$ cat config.mk
export PLATFORM = sky130hd
export DESIGN_NAME = emif_status_mon
export DESIGN_NICKNAME = d
export VERILOG_FILES = /design/src/rtl/emif_status_mon.sv
export SDC_FILE = /design/constraint.sdc
export NUM_CORES = 1
export LEC_CHECK = 0
export CAP_MARGIN = 30
export CORE_ASPECT_RATIO = 0.8
export CORE_MARGIN = 4
export CORE_UTILIZATION = 40
export CTS_CLUSTER_DIAMETER = 150
export DETAILED_ROUTE_END_ITERATION = 10
export DONT_BUFFER_PORTS = 1
export PLACE_DENSITY = 0.66
export SYNTH_ARGS = -nofsm -noshare
export SYNTH_HDL_FRONTEND = slang
export SYNTH_SLANG_ARGS = --single-unit
export TNS_END_PERCENT = 30
$ cat constraint.sdc
create_clock -name clk_50_max10 -period 5.46 [get_ports clk_50_max10]
set_clock_uncertainty 0.2 [all_clocks]
set_input_delay 0.819 -clock clk_50_max10 [delete_from_list [all_inputs] [get_ports clk_50_max10]]
set_output_delay 0.819 -clock clk_50_max10 [all_outputs]
set_load 0.03 [all_outputs]
$ cat src/rtl/emif_status_mon.sv
// emif_status_mon
// Board-level status monitor for NUM_CH external-memory controller channels.
// Each channel's status lines are synchronised, fed to a small per-channel
// state machine (WAIT / CAL_OK / READY / FAIL), and summarised on five
// active-low LEDs. Traffic-checker errors are latched into sticky flags that
// are cleared by a debounced push button.
//
// Ports
//   clk_50_max10  in   system clock, rising edge
//   fpga_resetn   in   asynchronous active-low reset
//   init_done     in   [NUM_CH] controller init complete (async)
//   cal_success   in   [NUM_CH] calibration pass (async)
//   cal_fail      in   [NUM_CH] calibration fail (async)
//   error_mon     in   [NUM_CH] traffic-checker error (async)
//   pb_clr_n      in   active-low, bouncy clear button (async)
//   ch_sel        in   [3] channel shown on LEDs 0..2 (quasi-static)
//   user_led      out  [5] LEDs, 0 = lit
//   sticky_err    out  [NUM_CH] latched error flags
//   all_ready     out  every channel is READY
module emif_status_mon #(
    parameter int NUM_CH      = 2,
    parameter int HB_BITS     = 26,
    parameter int BLINK_BIT   = 23,
    parameter int SYNC_STAGES = 2,
    parameter int DB_CYCLES   = 500000
) (
    input  logic              clk_50_max10,
    input  logic              fpga_resetn,
    input  logic [NUM_CH-1:0] init_done,
    input  logic [NUM_CH-1:0] cal_success,
    input  logic [NUM_CH-1:0] cal_fail,
    input  logic [NUM_CH-1:0] error_mon,
    input  logic              pb_clr_n,
    input  logic [2:0]        ch_sel,
    output logic [4:0]        user_led,
    output logic [NUM_CH-1:0] sticky_err,
    output logic              all_ready
);

    typedef enum logic [1:0] {
        ST_WAIT   = 2'd0,
        ST_CAL_OK = 2'd1,
        ST_READY  = 2'd2,
        ST_FAIL   = 2'd3
    } state_t;

    localparam int                 DB_W    = (DB_CYCLES > 1) ? $clog2(DB_CYCLES) : 1;
    localparam logic [DB_W-1:0]    DB_LAST = DB_W'(DB_CYCLES - 1);
    localparam logic [DB_W-1:0]    DB_ONE  = DB_W'(1);
    localparam logic [HB_BITS-1:0] HB_ONE  = HB_BITS'(1);

    // ---------------- input synchronisers ----------------
    logic [NUM_CH-1:0] r_init_sync [SYNC_STAGES];
    logic [NUM_CH-1:0] r_cok_sync  [SYNC_STAGES];
    logic [NUM_CH-1:0] r_cfail_sync[SYNC_STAGES];
    logic [NUM_CH-1:0] r_err_sync  [SYNC_STAGES];
    logic              r_pb_sync   [SYNC_STAGES];

    always_ff @(posedge clk_50_max10 or negedge fpga_resetn) begin
        if (!fpga_resetn) begin
            for (int s = 0; s < SYNC_STAGES; s++) begin
                r_init_sync[s]  <= '0;
                r_cok_sync[s]   <= '0;
                r_cfail_sync[s] <= '0;
                r_err_sync[s]   <= '0;
                r_pb_sync[s]    <= 1'b1;   // button idles released
            end
        end else begin
            r_init_sync[0]  <= init_done;
            r_cok_sync[0]   <= cal_success;
            r_cfail_sync[0] <= cal_fail;
            r_err_sync[0]   <= error_mon;
            r_pb_sync[0]    <= pb_clr_n;
            for (int s = 1; s < SYNC_STAGES; s++) begin
                r_init_sync[s]  <= r_init_sync[s-1];
                r_cok_sync[s]   <= r_cok_sync[s-1];
                r_cfail_sync[s] <= r_cfail_sync[s-1];
                r_err_sync[s]   <= r_err_sync[s-1];
                r_pb_sync[s]    <= r_pb_sync[s-1];
            end
        end
    end

    logic [NUM_CH-1:0] w_init;
    logic [NUM_CH-1:0] w_cok;
    logic [NUM_CH-1:0] w_cfail;
    logic [NUM_CH-1:0] w_err;
    logic              w_pb;

    assign w_init  = r_init_sync[SYNC_STAGES-1];
    assign w_cok   = r_cok_sync[SYNC_STAGES-1];
    assign w_cfail = r_cfail_sync[SYNC_STAGES-1];
    assign w_err   = r_err_sync[SYNC_STAGES-1];
    assign w_pb    = r_pb_sync[SYNC_STAGES-1];

    // ---------------- heartbeat ----------------
    logic [HB_BITS-1:0] r_hb;

    always_ff @(posedge clk_50_max10 or negedge fpga_resetn) begin
        if (!fpga_resetn) r_hb <= '0;
        else              r_hb <= r_hb + HB_ONE;
    end

    // ---------------- per-channel state machines ----------------
    logic [NUM_CH-1:0] w_ready;
    logic [NUM_CH-1:0] w_lit;    // CAL_OK or READY: LED1 steady on
    logic [NUM_CH-1:0] w_fail;

    genvar gi;
    generate
        for (gi = 0; gi < NUM_CH; gi++) begin : g_ch
            state_t r_state;
            state_t w_state_next;

            always_ff @(posedge clk_50_max10 or negedge fpga_resetn) begin
                if (!fpga_resetn) r_state <= ST_WAIT;
                else              r_state <= w_state_next;
            end

            // cal_fail is checked first so it wins over a coincident
            // cal_success; FAIL has no exit other than reset.
            always_comb begin
                w_state_next = r_state;
                if (w_cfail[gi]) begin
                    w_state_next = ST_FAIL;
                end else begin
                    case (r_state)
                        ST_WAIT:   if (w_cok[gi])  w_state_next = ST_CAL_OK;
                        ST_CAL_OK: begin
                            if (!w_cok[gi])        w_state_next = ST_WAIT;
                            else if (w_init[gi])   w_state_next = ST_READY;
                        end
                        ST_READY:  if (!w_cok[gi]) w_state_next = ST_WAIT;
                        default:                   w_state_next = ST_FAIL;
                    endcase
                end
            end

            assign w_ready[gi] = (r_state == ST_READY);
            assign w_lit[gi]   = (r_state == ST_CAL_OK) || (r_state == ST_READY);
            assign w_fail[gi]  = (r_state == ST_FAIL);
        end
    endgenerate

    // ---------------- push-button debounce ----------------
    logic            r_db_level;
    logic            r_db_prev;
    logic [DB_W-1:0] r_db_cnt;
    logic            w_clr;

    always_ff @(posedge clk_50_max10 or negedge fpga_resetn) begin
        if (!fpga_resetn) begin
            r_db_level <= 1'b1;
            r_db_prev  <= 1'b1;
            r_db_cnt   <= '0;
        end else begin
            r_db_prev <= r_db_level;
            if (w_pb != r_db_level) begin
                if (r_db_cnt == DB_LAST) begin
                    r_db_level <= w_pb;
                    r_db_cnt   <= '0;
                end else begin
                    r_db_cnt <= r_db_cnt + DB_ONE;
                end
            end else begin
                r_db_cnt <= '0;
            end
        end
    end

    // One-clock pulse on the debounced press (1 -> 0).
    assign w_clr = r_db_prev & ~r_db_level;

    // ---------------- sticky errors ----------------
    logic [NUM_CH-1:0] r_sticky;

    // A set in the clear cycle survives because it is ORed in after the clear.
    always_ff @(posedge clk_50_max10 or negedge fpga_resetn) begin
        if (!fpga_resetn) r_sticky <= '0;
        else              r_sticky <= (w_clr ? '0 : r_sticky) | w_err;
    end

    assign sticky_err = r_sticky;

    // ---------------- LED / ready outputs ----------------
    logic       w_sel_valid;
    logic       w_sel_ready;
    logic       w_sel_lit;
    logic       w_sel_fail;
    logic       w_sel_sticky;
    logic [4:0] w_led_next;
    logic [4:0] r_user_led;
    logic       r_all_ready;

    always_comb begin
        w_sel_valid  = 1'b0;
        w_sel_ready  = 1'b0;
        w_sel_lit    = 1'b0;
        w_sel_fail   = 1'b0;
        w_sel_sticky = 1'b0;
        for (int i = 0; i < NUM_CH; i++) begin
            if (ch_sel == 3'(i)) begin
                w_sel_valid  = 1'b1;
                w_sel_ready  = w_ready[i];
                w_sel_lit    = w_lit[i];
                w_sel_fail   = w_fail[i];
                w_sel_sticky = r_sticky[i];
            end
        end

        w_led_next    = 5'b11111;
        w_led_next[4] = r_hb[HB_BITS-1];
        w_led_next[3] = ~(|r_sticky);
        if (w_sel_valid) begin
            w_led_next[2] = ~w_sel_sticky;
            w_led_next[1] = w_sel_fail ? r_hb[BLINK_BIT] : ~w_sel_lit;
            w_led_next[0] = ~w_sel_ready;
        end
    end

    always_ff @(posedge clk_50_max10 or negedge fpga_resetn) begin
        if (!fpga_resetn) begin
            r_user_led  <= 5'b01111;
            r_all_ready <= 1'b0;
        end else begin
            r_user_led  <= w_led_next;
            r_all_ready <= &w_ready;
        end
    end

    assign user_led  = r_user_led;
    assign all_ready = r_all_ready;

endmodule

* Word-level counts from Yosys, hierarchy flattened *
Index checks and enable logic that the tools add are counted.

storage, ports and cells
  register bits = 77
  output and inout port bits = 8
  logic and storage cells = 80

operators by class
  $add $sub $neg = 2
  equality and inequality tests = 15
  multiplexer cells = 27
  bitwise logic cells = 7
  reduce and logical (&&, ||, !) cells = 10

operators with widths
  cell                   count
  $mux 19                2
  $add 26x1->26 const B  1
  $mux 2                 11
  $add 19x1->19 const B  1
  $eq 19x19->1 const B   1
  $ne 3x3->1 const B     4
  $pmux 2 s3             2
  $mux 1                 11
  $eq 2x2->1 const B     4
  $ne 4x4->1 const B     2
  $reduce_and 3->1       2
  $not 1->1              5
  $eq 2x1->1 const B     2
  $logic_not 2->1        2
  $reduce_and 2->1       2
  $eq 3x1->1 const B     1
  $logic_not 3->1        1
  $mux 3                 1
  $logic_or 1x1->1       2
  $or 2x2->2             1
  $reduce_or 2->1        1
  $and 1x1->1            1
  $ne 1x1->1             1

* Logic depth before layout (Yosys ltp) *
Gate-level depths: netlist of the first run.

  word-level depth = 7
  depth in mapped cells = 6
  depth with buffers taken out = 6

* Least setup slack after synthesis of the first run *
No wires, ideal clock.

  path kind = reg-to-reg
  start = register r_db_cnt[5]
  end = register r_db_cnt[17]
  setup time = 78 ps
  arrival = 1771 ps
  required time = 5182 ps
  path slack = 3411 ps
  stages on the path, launching flop included = 6
  buffers on the path = 1
  cell sequence = dfrtp_1 -> nand4_2 -> or4_1 -> buf_2 -> or4_1 -> a21oi_1

on the way
  cells in the longest elaborated chain, start to end = 3
  elaborated cells on any way between the ends = 4
  classes of those cells = 1 x add/sub; 1 x eq/ne; 2 x mux

RTL lines
  what                                                  RTL line  text
  start, declared                                       148       logic [DB_W-1:0] r_db_cnt;
  start signal, assigned                                163       r_db_cnt <= r_db_cnt + DB_ONE;
  $add 19x1->19 / $eq 19x19->1 (equally long branches)  163, 159
  $mux 19 *                                             159       if (r_db_cnt == DB_LAST) begin
  $mux 19 *                                             158       if (w_pb != r_db_level) begin

Mark *: on every way between the ends. The rest lies on a longest branch, timed or not.
A chain may end at the register's enable or synchronous reset.

* Final worst setup path of the first run *
  start = register r_db_cnt[10]
  end = register r_db_cnt[7]

on the way
  cells in the longest elaborated chain, start to end = 3

RTL lines
  what          RTL line
  $eq 19x19->1  159
  $mux 19       159
  $mux 19       158

Every way passes these cells.

==> key figures, run 1 <==
Run status
  – Run status: finished, final reports clean

Power
  – P_sw: 284 uW
  – Clock power frac: 39.6%
  – Comb power frac: 9.4%
  – P_int: 928 uW
  – Power Dens Cells: 339 nW/um2
  – Sequential power share: 50.9%
  – P_leak: 0.00159 uW
  – Worst vdd ir: 0.125 mV
  – Sw Ratio: 23.4%

Synthesis
  – Synth cell types: 35
  – Yosys warning count: 0
  – Asr flop ratio synth: 100%
  – Most used DFF post-synth: dfrtp_1
  – Yosys reg bits: 77
  – Largest area contributor in the netlist: dfrtp_1
  – Post-synth top area share: 54.0%
  – Mapped Cells: 267
  – Post-Syn Area per Cell: 12.0 um2
  – Post-Syn Nets: 291
  – EDFF count, synth: 0
  – Synth top area cells: dfrtp_1, xnor2_1, dfstp_2, ha_1, xor2_1
  – Mapped Area: 3200 um2
  – Sequential share of the synthesized area: 60.6%

Global route
  – Grt ovf: 0
  – Tot GR Track Use: 12.7%
  – Pin count of the biggest net entering global routing: 70
  – Initial antenna violation count: 0
  – First-pass GRT wire length: 9190 um
  – Vias in the first global route: 1981

STA
  – Final period util: 43.4%
  – Final setup fails: 0
  – Final hold vios: 0
  – RSZ-0062 raised after global routing: false
  – Final setup TNS: 0 ps
  – Worst relative slew slack: 36.0%
  – Fin. max-slew vios: 0
  – Minimum clock period: 2370 ps
  – F_max: 422 MHz
  – Tightest Pin Transition: 957 ps

Clock network
  – Cts repair resizes: 0
  – Skew-Pair Late Insertion Delay: 350 ps
  – CTS root buf: clkbuf_8
  – H-tree levels: 3
  – Hold_buf cts: 1
  – Sink Count: 77
  – Cts bufs inserted: 9
  – Clock slew at reported path FFs: 80 ps
  – Setup Buffers After CTS: 0
  – CTS tree: built
  – Clock Path Buffers: 2

Placed design
  – DPL Wire Length: 3360 um
  – Port-buffer cells: 0
  – Placed cell areas: 3320 um2
  – Final RePlAce weighted congestion: 0.859
  – Placed Instances: 370

Drt
  – Detail Route Antenna Nets: 0
  – Routed wire length per instance: 13.3 um
  – First DRT Iteration DRCs: 121
  – Vias: 1905
  – DRC viols: 0
  – DRT Wirelength: 5160 um
  – Vias per cell: 4.92
  – Pre-Repair DR Iteration Count: 4

Final layout
  – Diodes inserted: 0
  – Commonest non-fill, non-tap cell in the layout: dfrtp_1
  – Layout area overhead: 11.7%
  – Ratio of cells with drive above 1 in the final layout: 12.1%
  – Final Core Density: 47.2%
  – Final Instance Area: 3570 um2
  – NumNets Final: 301
  – Most frequent cells in the layout: dfrtp_1, nor2_1, xnor2_1, nand2_1, nand3_1
  – Non-Filler Instances: 387
  – Area of the multi-input gates: 1220 um2
  – Fill count: 703
  – FF+latch area: 1940 um2

Worst setup path
  – Buf+Inv Stages, Crit Path: 0
  – CP required: 5450 ps
  – Slowest stage delay, CP: 940 ps
  – Crit-path cells: nor4b_1, nand4_1, o41ai_4, nor2_1
  – Slowest cell on crit path: o41ai_4
  – Worst Setup End Kind: flop
  – Worst path arrival time: 2370 ps
  – Crit Path Max Fanout: 18
  – CP top delay family: compound AO/OA/AOI/OAI gates
  – Crit Path Category: flop to flop
  – Worst setup SP type: flop

Floorplan
  – Die Area: 9490 um2
  – # rows: 28
  – DIE HEIGHT: 87.9 um
  – # IOs: 22
  – Chip Width: 108 um
  – Core Footprint: 7570 um2
  – Initial Util: 42.2%

Job
  – Max-cap viol count: 0

Worst hold path
  – Hold/Removal Path Class: input pin to asynchronous set/reset pin
==> registers in the layout (all words and copies together) (netlist names) <==
signal	count
all_ready	1
g_ch.r_state	4
r_cfail_sync	2
r_cok_sync	2
r_db_cnt	19
r_db_level	1
r_db_prev	1
r_err_sync	2
r_hb	26
r_init_sync	2
r_pb_sync	1
sticky_err	2
user_led	5
w_cfail	2
w_cok	2
w_err	2
w_init	2
w_pb	1
==> stage by stage <==
stage / hold slack [ps] / total power [uW] / setup WS (ps)
floorplan: 131 / 707 / 3410
global placement: 135 / 728 / 3160
detailed placement: 135 / 732 / 3050
CTS: 80.3 / 1230 / 3050
global route: 77.2 / 1280 / 2870
finish: 107 / 1210 / 3090
==> cells in the mapped netlist (2+ instances only) <==
| cell type | number |
|---|---|
| dfstp_2 | 8 |
| or3_1 | 3 |
| nand3_1 | 15 |
| nor4_1 | 5 |
| mux2_2 | 3 |
| a21oi_1 | 5 |
| inv_1 | 8 |
| xnor2_1 | 26 |
| a211o_1 | 2 |
| buf_2 | 2 |
| o31ai_1 | 2 |
| a21o_1 | 4 |
| mux2i_1 | 2 |
| nand2_1 | 23 |
| nand4_1 | 9 |
| o21ai_0 | 4 |
| or2_2 | 2 |
| nor2_1 | 27 |
| xor2_1 | 12 |
| and4_1 | 3 |
| and2_1 | 2 |
| ha_1 | 10 |
| dfrtp_1 | 69 |
| nor3_1 | 5 |
| or4_1 | 3 |
| and3_1 | 3 |
| nand3b_1 | 2 |
==> layout make-up <==
cell class              instances  area share, %
clock inverters                 4           1.96
inverters                       8          0.841
clock buffers                  12           4.35
well taps                     105           3.68
repair buffers                  1          0.771
flip-flops and latches         77           54.3
multi-input cells             180           34.1
==> path summary, 6_finish.rpt <==
check / start / to / slack [ps] / cells after the start
max in group asynchronous: fpga_resetn / r_cok_sync[3] / 4630 / 1
max reg2reg: r_db_cnt[10] / r_db_cnt[7] / 3090 / 4
min: fpga_resetn / user_led[2] / 110 / 0
min reg2reg: r_err_sync[2] / w_err[0] / 150 / 0
max: r_db_cnt[10] / r_db_cnt[7] / 3090 / 4
min in group clk_50_max10: r_err_sync[2] / w_err[0] / 150 / 0
==> cell families after synthesis <==
family | share of synthesized area [%]
buffers and inverters | 1.25
AO/OA/AOI/OAI | 4.23
multiplexers | 2.04
flip-flops | 60.6
XOR/XNOR | 10.4
adder cells (fa/ha/maj) | 3.92
AND/OR/NAND/NOR | 17.5
==> power by group through the flow <==
stage / Combinational, uW / Sequential [uW] / Clock (uW)
2_1_floorplan: 83.4 / 624 / 0
3_3_place_gp: 100 / 628 / 0
3_5_place_dp: 104 / 629 / 0
4_1_cts: 117 / 617 / 496
5_1_grt: 136 / 620 / 519
6_report: 114 / 617 / 480
==> layer usage <==
layer | vias up | wire, um | global-route usage (%)
li1 | 933 | - | -
met1 | 930 | 2630 | 16.4
met2 | 34 | 2150 | 18.8
met3 | 8 | 253 | 4.42
met4 | 0 | 123 | 6.54
met5 | - | 0 | 0
Power figures use the tool's default switching activity.
==> run 2: changes to the inputs <==
--- a/config.mk
+++ b/config.mk
@@ -12,7 +12,7 @@
 export CTS_CLUSTER_DIAMETER = 150
 export DETAILED_ROUTE_END_ITERATION = 10
 export DONT_BUFFER_PORTS = 1
-export PLACE_DENSITY = 0.66
+export PLACE_DENSITY = 0.68
 export SYNTH_ARGS = -nofsm -noshare
 export SYNTH_HDL_FRONTEND = slang
 export SYNTH_SLANG_ARGS = --single-unit
==> constraint.sdc (replaced) <==
create_clock -name clk_50_max10 -period 2 [get_ports clk_50_max10]
set_clock_uncertainty 0.2 [all_clocks]
set_input_delay 0.3 -clock clk_50_max10 [delete_from_list [all_inputs] [get_ports clk_50_max10]]
set_output_delay 0.3 -clock clk_50_max10 [all_outputs]
set_load 0.03 [all_outputs]
==> key figures, run 2 (same netlist as run 1, synthesis figures left out) <==
Drt
  – Metal1 wirelength: 2650 um (was 2630 um)
  – DRC viols: 0 (unchanged)
  – DRT Wirelength: 5330 um (was 5160 um)
  – Detail Route Antenna Nets: 0 (unchanged)
  – Met2 WL: 2280 um (was 2150 um)
  – Metal3 WL: 301 um (was 253 um)
  – Vias per cell: 4.86 (was 4.92)
  – Highest metal used: met4 (unchanged)
  – First DRT Iteration DRCs: 68 (was 121)
  – Pre-Repair DR Iteration Count: 4 (unchanged)
  – Vias: 2015 (was 1905)
  – Routed wire length per instance: 12.8 um (was 13.3 um)

Worst hold path
  – Hold/Removal Path Class: input pin to asynchronous set/reset pin (unchanged)

STA
  – Final setup fails: 0 (unchanged)
  – Final WS setup: 73.2 ps (was 3090 ps)
  – Final hold vios: 77 (was 0)
  – Hold slack: -555 ps (was 107 ps)
  – Fin. max-slew vios: 0 (unchanged)
  – Final period util: 96.3% (was 43.4%)
  – RSZ-0062 raised after global routing: false (unchanged)
  – Worst relative slew slack: 70.9% (was 36.0%)
  – Minimum clock period: 1930 ps (was 2370 ps)
  – Tightest Pin Transition: 432 ps (was 957 ps)
  – F_max: 519 MHz (was 422 MHz)

Worst setup path
  – Crit-path cells: nand4_2, or4_4, buf_6, or3_1, a21oi_2 (was nor4b_1, nand4_1, o41ai_4, nor2_1)
  – Slowest stage delay, CP: 500 ps (was 940 ps)
  – Worst setup SP type: flop (unchanged)
  – Crit Path Max Fanout: 6 (was 18)
  – Crit Path Category: flop to flop (unchanged)
  – Slowest cell on crit path: or4_4 (was o41ai_4)
  – Worst Setup End Kind: flop (unchanged)
  – Origin of the worst setup path: r_db_cnt[7] (was r_db_cnt[10])
  – Reg2reg start: r_db_cnt[7] (was r_db_cnt[10])
  – CP required: 2080 ps (was 5450 ps)
  – Worst path arrival time: 2010 ps (was 2370 ps)

Clock network
  – Clock Path Buffers: 2 (unchanged)
  – Clock slew at reported path FFs: 80 ps (about the same)
  – CTS tree: built (unchanged)
  – CTS root buf: clkbuf_8 (unchanged)
  – Cts bufs inserted: 9 (unchanged)
  – Sink Count: 77 (unchanged)
  – Hold_buf cts: 12 (was 1)
  – Skew-Pair Late Insertion Delay: 340 ps (was 350 ps)
  – H-tree levels: 3 (unchanged)

Final layout
  – Diodes inserted: 0 (unchanged)
  – Final Core Density: 50.2% (was 47.2%)
  – Biggest register: r_hb (unchanged)
  – Final Instance Area: 3800 um2 (was 3570 um2)
  – Most frequent cells in the layout: dfrtp_1, nor2_1, xnor2_1, nand2_1, buf_4 (was dfrtp_1, nor2_1, xnor2_1, nand2_1, nand3_1)
  – NumNets Final: 329 (was 301)
  – Fill count: 684 (was 703)
  – Max FFs per register: 26 (unchanged)
  – Layout area overhead: 18.8% (was 11.7%)
  – Area of the multi-input gates: 1250 um2 (was 1220 um2)
  – Non-Filler Instances: 415 (was 387)
  – FF+latch area: 1940 um2 (about the same)
  – Commonest non-fill, non-tap cell in the layout: dfrtp_1 (unchanged)
  – Ratio of cells with drive above 1 in the final layout: 18.7% (was 12.1%)

Power
  – P_int: 2360 uW (was 928 uW)
  – Power Dens Cells: 827 nW/um2 (was 339 nW/um2)
  – Sw Ratio: 24.9% (was 23.4%)
  – Comb power frac: 9.7% (was 9.4%)
  – P_sw: 781 uW (was 284 uW)
  – Clock power frac: 36.7% (was 39.6%)
  – P_leak: 0.00169 uW (was 0.00159 uW)
  – Sequential power share: 53.6% (was 50.9%)
  – Worst vdd ir: 0.332 mV (was 0.125 mV)

Global route
  – Initial antenna violation count: 0 (unchanged)
  – First-pass GRT wire length: 9230 um (was 9190 um)
  – Tot GR Track Use: 12.6% (was 12.7%)
  – Grt ovf: 0 (unchanged)
  – Pin count of the biggest net entering global routing: 78 (was 70)
  – Vias in the first global route: 1950 (was 1981)

Floorplan
  – Chip Width: 108 um (unchanged)
  – Die Area: 9490 um2 (unchanged)
  – DIE HEIGHT: 87.9 um (unchanged)
  – Initial Util: 42.2% (unchanged)
  – # rows: 28 (unchanged)
  – Core Footprint: 7570 um2 (unchanged)
  – # IOs: 22 (unchanged)

Placed design
  – Post-Place Setup Slack: 16.3 ps (was 3050 ps)
  – Placed Instances: 387 (was 370)
  – DPL Wire Length: 3630 um (was 3360 um)
  – Port-buffer cells: 0 (unchanged)
  – Final RePlAce weighted congestion: 0.844 (was 0.859)
  – Placed cell areas: 3450 um2 (was 3320 um2)

Job
  – Max-cap viol count: 0 (unchanged)

Run status
  – Run status: finished, violations left (was finished, final reports clean)
  – Failing checks: negative hold slack
[run 2: changes by cell type in the layout (fill, tap and decap cells not counted), sizes merged]
cell,delta
buf,+16
dlygate4sd3,+12
clkbuf,-3
clkinvlp,+3
bufinv,-1
inv,+1
[run 2: final timing paths]
kind / endpoint / slack, ps / depth (start not counted)
min in group clk_50_max10: user_led[1] / 40 / 3
max in group asynchronous: r_db_prev / 1960 / 0
worst min register to register: w_cfail[1] / 150 / 0
worst max-delay path: r_db_cnt[13] / 70 / 5
worst min-delay path: r_db_cnt[13] / -560 / 0
worst max register to register: r_db_cnt[13] / 70 / 5
[run 2: repair_timing]
| action | in CTS | in global routing |
|---|---|---|
| endpoints found under the hold margin | 89 | 77 |
| endpoints found under the setup margin | 0 | 4 |
| resized for setup | 0 | 7 |
| buffers inserted | 0 | 0 |
[run 2: final cells by class]
class	count	area share, %
sequential	77	51.1
multi-input combinational	180	32.8
timing repair buffer	29	6.62
tap	105	3.46
clock buffer	9	3.26
clock inverter	7	1.98
inverter	8	0.791
[run 2: metal layers]
layer  up-vias  GRT usage, %
met3         9          4.20
met1       977          17.2
met5         -             0
li1        991             -
met2        38          18.2
met4         0          6.08
[run 2: stage by stage]
stage / setup TNS, ps / total power [uW]
floorplan: -37.8 / 1930
global placement: 0 / 1990
detailed placement: 0 / 2000
CTS: 0 / 3190
global route: 0 / 3290
finish: 0 / 3140
[run 2: worst max-delay path: cells and delay by family (launching register included)]
kind / cells / cell delay [ps]
and+or+nand+nor: 3 / 970
DFF: 1 / 420
buffers and inverters: 1 / 150
AOI/OAI and AO/OA: 1 / 130
[run 2: power groups by stage]
stage | Clock [uW] | Sequential, uW | Combinational, uW
floorplan | 0 | 1700 | 228
global placement | 0 | 1710 | 280
detailed placement | 0 | 1710 | 283
CTS | 1210 | 1680 | 305
global route | 1250 | 1690 | 345
finish | 1150 | 1680 | 304
==> run 3: changes to the inputs <==
--- a/config.mk
+++ b/config.mk
@@ -5,8 +5,8 @@
 export SDC_FILE = /design/constraint.sdc
 export NUM_CORES = 1
 export LEC_CHECK = 0
-export CAP_MARGIN = 30
-export CORE_ASPECT_RATIO = 0.8
+export CAP_MARGIN = 15
+export CORE_ASPECT_RATIO = 1.2
 export CORE_MARGIN = 4
 export CORE_UTILIZATION = 40
 export CTS_CLUSTER_DIAMETER = 150
==> key figures, run 3 (same netlist as run 1, synthesis figures left out) <==
Worst setup path
  – Worst setup SP type: flop (unchanged)
  – Most used cell, CP: or4_4
  – Slowest cell on crit path: or4_4 (unchanged)
  – CP required: 2080 ps (about the same)
  – Buf+Inv Stages, Crit Path: 0 (was 1)
  – Crit-path cells: nand4_2, or4_4, or4_4, a21oi_2 (was nand4_2, or4_4, buf_6, or3_1, a21oi_2)
  – Origin of the worst setup path: r_db_cnt[8] (was r_db_cnt[7])
  – Worst Setup End Kind: flop (unchanged)
  – Crit Path Max Fanout: 7 (was 6)
  – Reg2reg start: r_db_cnt[8] (was r_db_cnt[7])
  – Crit Path Category: flop to flop (unchanged)
  – Worst path arrival time: 2060 ps (was 2010 ps)
  – Slowest stage delay, CP: 590 ps (was 500 ps)
  – CP top delay family: simple AND/OR/NAND/NOR gates (unchanged)

STA
  – Worst relative slew slack: 72.3% (was 70.9%)
  – Final setup fails: 0 (unchanged)
  – Final WS setup: 16.6 ps (was 73.2 ps)
  – Hold slack: -564 ps (was -555 ps)
  – Fin. max-slew vios: 0 (unchanged)
  – Tightest Pin Transition: 416 ps (was 432 ps)
  – RSZ-0062 raised after global routing: true (was false)
  – Final period util: 99.2% (was 96.3%)
  – F_max: 504 MHz (was 519 MHz)
  – Final hold vios: 77 (unchanged)
  – Minimum clock period: 1980 ps (was 1930 ps)

Drt
  – DRT Wirelength: 5260 um (was 5330 um)
  – DRC viols: 0 (unchanged)
  – First DRT Iteration DRCs: 79 (was 68)
  – Routed wire length per instance: 13.0 um (was 12.8 um)
  – Vias: 2025 (was 2015)
  – Vias per cell: 5.01 (was 4.86)
  – Detail Route Antenna Nets: 0 (unchanged)
  – Pre-Repair DR Iteration Count: 4 (unchanged)

Power
  – Power Dens Cells: 857 nW/um2 (was 827 nW/um2)
  – P_int: 2490 uW (was 2360 uW)
  – Power Total: 3280 uW (was 3140 uW)
  – Worst vdd ir: 0.377 mV (was 0.332 mV)
  – Sequential power share: 51.4% (was 53.6%)
  – Sw Ratio: 24.0% (was 24.9%)
  – P_sw: 788 uW (was 781 uW)
  – Comb power frac: 9.3% (was 9.7%)
  – P_leak: 0.00171 uW (was 0.00169 uW)
  – Clock power frac: 39.3% (was 36.7%)

Final layout
  – Max FFs per register: 26 (unchanged)
  – Commonest non-fill, non-tap cell in the layout: dfrtp_1 (unchanged)
  – Ratio of cells with drive above 1 in the final layout: 18.6% (was 18.7%)
  – Diodes inserted: 0 (unchanged)
  – NumNets Final: 331 (was 329)
  – Final Core Density: 49.3% (was 50.2%)
  – Most frequent cells in the layout: dfrtp_1, nor2_1, xnor2_1, nand2_1, buf_4 (unchanged)
  – Biggest register: r_hb (unchanged)
  – Layout area overhead: 19.6% (was 18.8%)
  – Fill count: 669 (was 684)

Clock network
  – H-tree levels: 3 (unchanged)
  – CTS tree: built (unchanged)
  – Hold_buf cts: 12 (unchanged)
  – Sink Count: 77 (unchanged)
  – Cts bufs inserted: 9 (unchanged)
  – CTS root buf: clkbuf_8 (unchanged)
  – Skew-Pair Late Insertion Delay: 350 ps (was 340 ps)
  – Clock Path Buffers: 2 (unchanged)
  – Clock slew at reported path FFs: 80 ps (about the same)

Floorplan
  – DIE HEIGHT: 106 um (was 87.9 um)
  – Initial Util: 41.2% (was 42.2%)
  – Chip Width: 89.6 um (was 108 um)
  – Core Footprint: 7750 um2 (was 7570 um2)
  – # rows: 35 (was 28)
  – # IOs: 22 (unchanged)
  – Die Area: 9490 um2 (about the same)

Worst hold path
  – Hold/Removal Path Class: input pin to asynchronous set/reset pin (unchanged)

Global route
  – Met3 Usage GRT: 4.50% (was 4.20%)
  – Met2 usage: 19.2% (was 18.2%)
  – Met1 GRT Util: 16.1% (was 17.2%)
  – Top Usage Layer GRT: met2 (unchanged)
  – Tot GR Track Use: 12.7% (was 12.6%)
  – Vias in the first global route: 2002 (was 1950)
  – Initial antenna violation count: 0 (unchanged)
  – Grt ovf: 0 (unchanged)
  – First-pass GRT wire length: 9240 um (was 9230 um)
  – Pin count of the biggest net entering global routing: 78 (unchanged)

Job
  – Max-cap viol count: 0 (unchanged)

Placed design
  – Post-Place Setup Slack: -58.4 ps (was 16.3 ps)
  – Port-buffer cells: 0 (unchanged)
  – DPL Wire Length: 3530 um (was 3630 um)
  – Final RePlAce weighted congestion: 0.791 (was 0.844)

Run status
  – Failing checks: negative hold slack (unchanged)
  – Run status: finished, violations left (unchanged)
## run 3: cell count changes in the layout (fill, tap and decap cells not counted), sizes merged
cell,before,now
bufinv,1,2
clkinv,2,0
inv,9,10
clkbuf,9,10
buf,17,19
clkinvlp,3,2
## run 3: layout make-up
cell class	instances	area [um2]	share of cell area, %
flip-flops and latches	77	1940	50.7
multi-input cells	180	1250	32.8
repair buffers	31	267	6.97
clock buffers	10	128	3.34
well taps	92	115	3.01
clock inverters	6	92.6	2.42
inverters	8	30.0	0.786
## run 3: per-stage QoR
| step | TNS (ps) | std cells | cell area (um2) |
|---|---|---|---|
| after floorplan | -37.8 | 267 | 3200 |
| after global placement | -9.96 | 373 | 3420 |
| after detailed placement | -58.4 | 373 | 3420 |
| after CTS | -5.21 | 401 | 3770 |
| after global routing | -143 | 404 | 3820 |
| final | 0 | 404 | 3820 |
## run 3: power by group through the flow
stage	clock network (uW)	registers [uW]	logic [uW]
after floorplan	0	1700	228
after global placement	0	1710	280
after detailed placement	0	1710	287
after CTS	1330	1680	309
after global routing	1400	1690	360
final	1290	1680	305
## run 3: worst register-to-register path: stages (launching register included)
cell     delay (ps)
dfrtp_1         370
nand4_2         120
or4_4           590
or4_4           500
a21oi_2         120
## run 3: worst paths after layout
kind                           endpoint  cells after the start  slack [ps]
max                        r_db_cnt[17]                      4          20
min                             r_hb[1]                      0        -560
max reg2reg                r_db_cnt[17]                      4          20
min reg2reg                   w_init[0]                      0         150
max in group asynchronous  r_pb_sync[1]                      0        1960
min in group clk_50_max10   user_led[1]                      3          30
## run 3: per-layer routing
| metal | vias up | wire, um |
|---|---|---|
| met4 | 0 | 117 |
| met2 | 33 | 2560 |
| met3 | 10 | 218 |
| met5 | - | 0 |
| li1 | 1000 | - |
| met1 | 982 | 2370 |
## run 3: timing repair
item,in CTS,in global routing
buffers inserted,0,3
gates resized for setup,1,6
pin swaps,0,5
endpoints found under the setup margin,1,19
hold endpoints to repair,89,77
==> variant, RTL diff (config.mk and constraints of run 2) <==
The 4 states of `state_t` get a one-hot encoding in 4 bits.
--- a/src/rtl/emif_status_mon.sv
+++ b/src/rtl/emif_status_mon.sv
@@ -37,11 +37,11 @@
     output logic              all_ready
 );
 
-    typedef enum logic [1:0] {
-        ST_WAIT   = 2'd0,
-        ST_CAL_OK = 2'd1,
-        ST_READY  = 2'd2,
-        ST_FAIL   = 2'd3
+    typedef enum logic [3:0] {
+        ST_WAIT   = 4'b0001,
+        ST_CAL_OK = 4'b0010,
+        ST_READY  = 4'b0100,
+        ST_FAIL   = 4'b1000
     } state_t;
 
     localparam int                 DB_W    = (DB_CYCLES > 1) ? $clog2(DB_CYCLES) : 1;
Check against the original RTL: no difference found for any inputs over 10 cycles, from zero or initial values and one cycle with fpga_resetn low; not proved beyond that.
==> variant against run 2 <==
  * The run ends with negative hold slack, negative setup slack left
  * Global-route usage grew 0.56 points
  * Maximum frequency shrank 10%
  * Worst hold slack lost 0.023 ns
  * Sequential share of layout area grew 0.96 points
  * Core utilization shrank 1.3 points
  * Sequential cell count grew 4
  * Setup slack lost 0.22 ns
  * Area after synthesis grew 3.9%
  * First-iteration DRC count grew 72%
  * Final area grew 3.3%
  * Wire length grew 9.6%
  * Die area grew 3.6%
Power is not compared: it rests on default switching activity, and its combinational part moved more than twofold at a synthesized area within 25%.
==> variant: results (changes against run 2) <==
metric,value,unit,change
yosys.cell_types.count,38,,was 35
r2r_start,r_db_cnt[10],,was r_db_cnt[7]
antennaDiodeCount,0,,unchanged
synth.area.top_cells,"dfrtp_1, dfstp_2, xnor2_1",,"was dfrtp_1, xnor2_1, dfstp_2"
rr_worst_depth,5,,unchanged
synth_fa_ha_area_frac,0.00754,,was 0.0392
dp_hpwl,3950,microns,was 3630 microns
final-hold-violation-count,81,,was 77
drt_iter0_markers,117,,was 68
syn_nets,301,,was 291
synth_warnings,0,,unchanged
ys_seq_area_frac,0.614,,was 0.606
violations,"negative hold slack, negative setup slack",,was negative hold slack
grt_pass1_wl,9790,microns,was 9230 microns
nNetsFinal,340,,was 329
hold_buffers,12,,unchanged
synth_compound_area_frac,0.0430,,was 0.0423
peakVddDrop,0.468,mV,
vias_per_cell,5.00,,was 4.86
synth_common_cells,"dfrtp_1, nor2_1, xnor2_1",,unchanged
whs,-0.578,ns,was -0.555 ns
setup_viol,19,,was 0
final.setup.tns,-2.47,ns,was 0 ns
clk_path_buf_depth,2,,unchanged
num_rows,29,,was 28
grtUsageMet1,0.177,,was 0.172
cts_root_buf,clkbuf_8,,unchanged
use_met3,0.0520,,was 0.0420
cp_max_fo,17,,was 6
numCtsBuffers,9,,unchanged
cp-startpoint,r_db_cnt[10],,was r_db_cnt[7]
grtUsageMet2,0.194,,was 0.182
grt_pass1_vias,2124,,"was 1,950"
status,finished with violations,,unchanged
routed_wl,5840,microns,was 5330 microns
setup_slack,-0.144,ns,was 0.0732 ns
synth-xor-area-share,0.111,,was 0.104
grt_util_all_layers,0.132,,was 0.126
fill_cells,714,,was 684
post_dp_cell_area,0.00360,sq mm,was 0.00345 sq mm
routabilityCongestion,0.802,,was 0.844
synthMuxAreaShare,0.0128,,was 0.0204
slew_headroom,0.714,,was 0.709
arrival,2.18,ns,was 2.01 ns
cts_setup_buffers,0,,unchanged
p_leak,1.64,nW,
clock_latency,0.36,ns,was 0.34 ns
p_switching,0.665,mW,
rr_endpoint,r_db_cnt[15],,was r_db_cnt[13]
grt_max_degree,82,,was 78
h-tree-depth,3,,unchanged
slowest_stage,or4_4,,unchanged
cpPeakStageDelay,0.58,ns,was 0.50 ns
drive_above_1_share,0.176,,was 0.187
[variant: how the worst min path moves through the flow]
stage,start,end,slack (ns),depth (start not counted)
floorplan,fpga_resetn,all_ready,-0.20,0
CTS,fpga_resetn,user_led[4],-0.60,0
global placement,fpga_resetn,r_hb[25],-0.19,0
global route,fpga_resetn,user_led[4],-0.62,0
finish,fpga_resetn,user_led[4],-0.58,0
detailed placement,fpga_resetn,user_led[4],-0.19,0
[variant: power groups by stage]
stage               Combinational, mW  Sequential (mW)  Clock, mW
floorplan                      0.0221             1.71          0
global placement               0.0316             1.72          0
detailed placement             0.0323             1.72          0
CTS                            0.0521             1.68       1.17
global route                   0.0579             1.69       1.24
finish                         0.0521             1.68       1.13
[variant: cell families (layout without fill, tap and decap cells)]
family	Yosys count	in the layout
AOI/OAI and AO/OA	21	21
xor gates and xnor gates	42	42
adders and majority gates	2	2
buffers and inverters	12	56
DFF	81	81
muxes	4	4
and+or+nand+nor	123	123
[variant: through the flow]
stage	utilization	setup WS (ns)	cells
after floorplan	-	-0.191	285
after global placement	0.449	-0.162	409
after detailed placement	0.449	-0.178	409
after CTS	0.488	-0.153	437
after global routing	0.489	-0.219	437
final	0.489	-0.144	437
[variant: critical path, delay by kind of cell, from the launching register on]
kind	cells	cell delay, ns
AOI/OAI and AO/OA	2	0.20
and+or+nand+nor	2	1.09
buffers and inverters	1	0.16
DFF	1	0.37
[variant: per-layer routing]
layer / up-vias / share of wire / routed length, microns
met5: - / 0 / 0
met4: 0 / 0.015 / 87
met3: 6 / 0.046 / 271
met2: 45 / 0.46 / 2680
met1: 1066 / 0.48 / 2800
li1: 1067 / - / -
[variant: what timing repair did]
item / 4_1_cts / 5_1_grt
pin swaps: 2 / 0
endpoints found under the hold margin: 93 / 81
endpoints found under the setup margin: 19 / 19
resized for setup: 2 / 2
[variant: area by class of cell]
type | count | share of cell area
Clock inverter | 6 | 0.0124
Tap cell | 108 | 0.0345
Timing Repair Buffer | 34 | 0.0759
Sequential cell | 81 | 0.520
Inverter | 6 | 0.00574
Clock buffer | 10 | 0.0351
Multi-Input combinational cell | 192 | 0.316
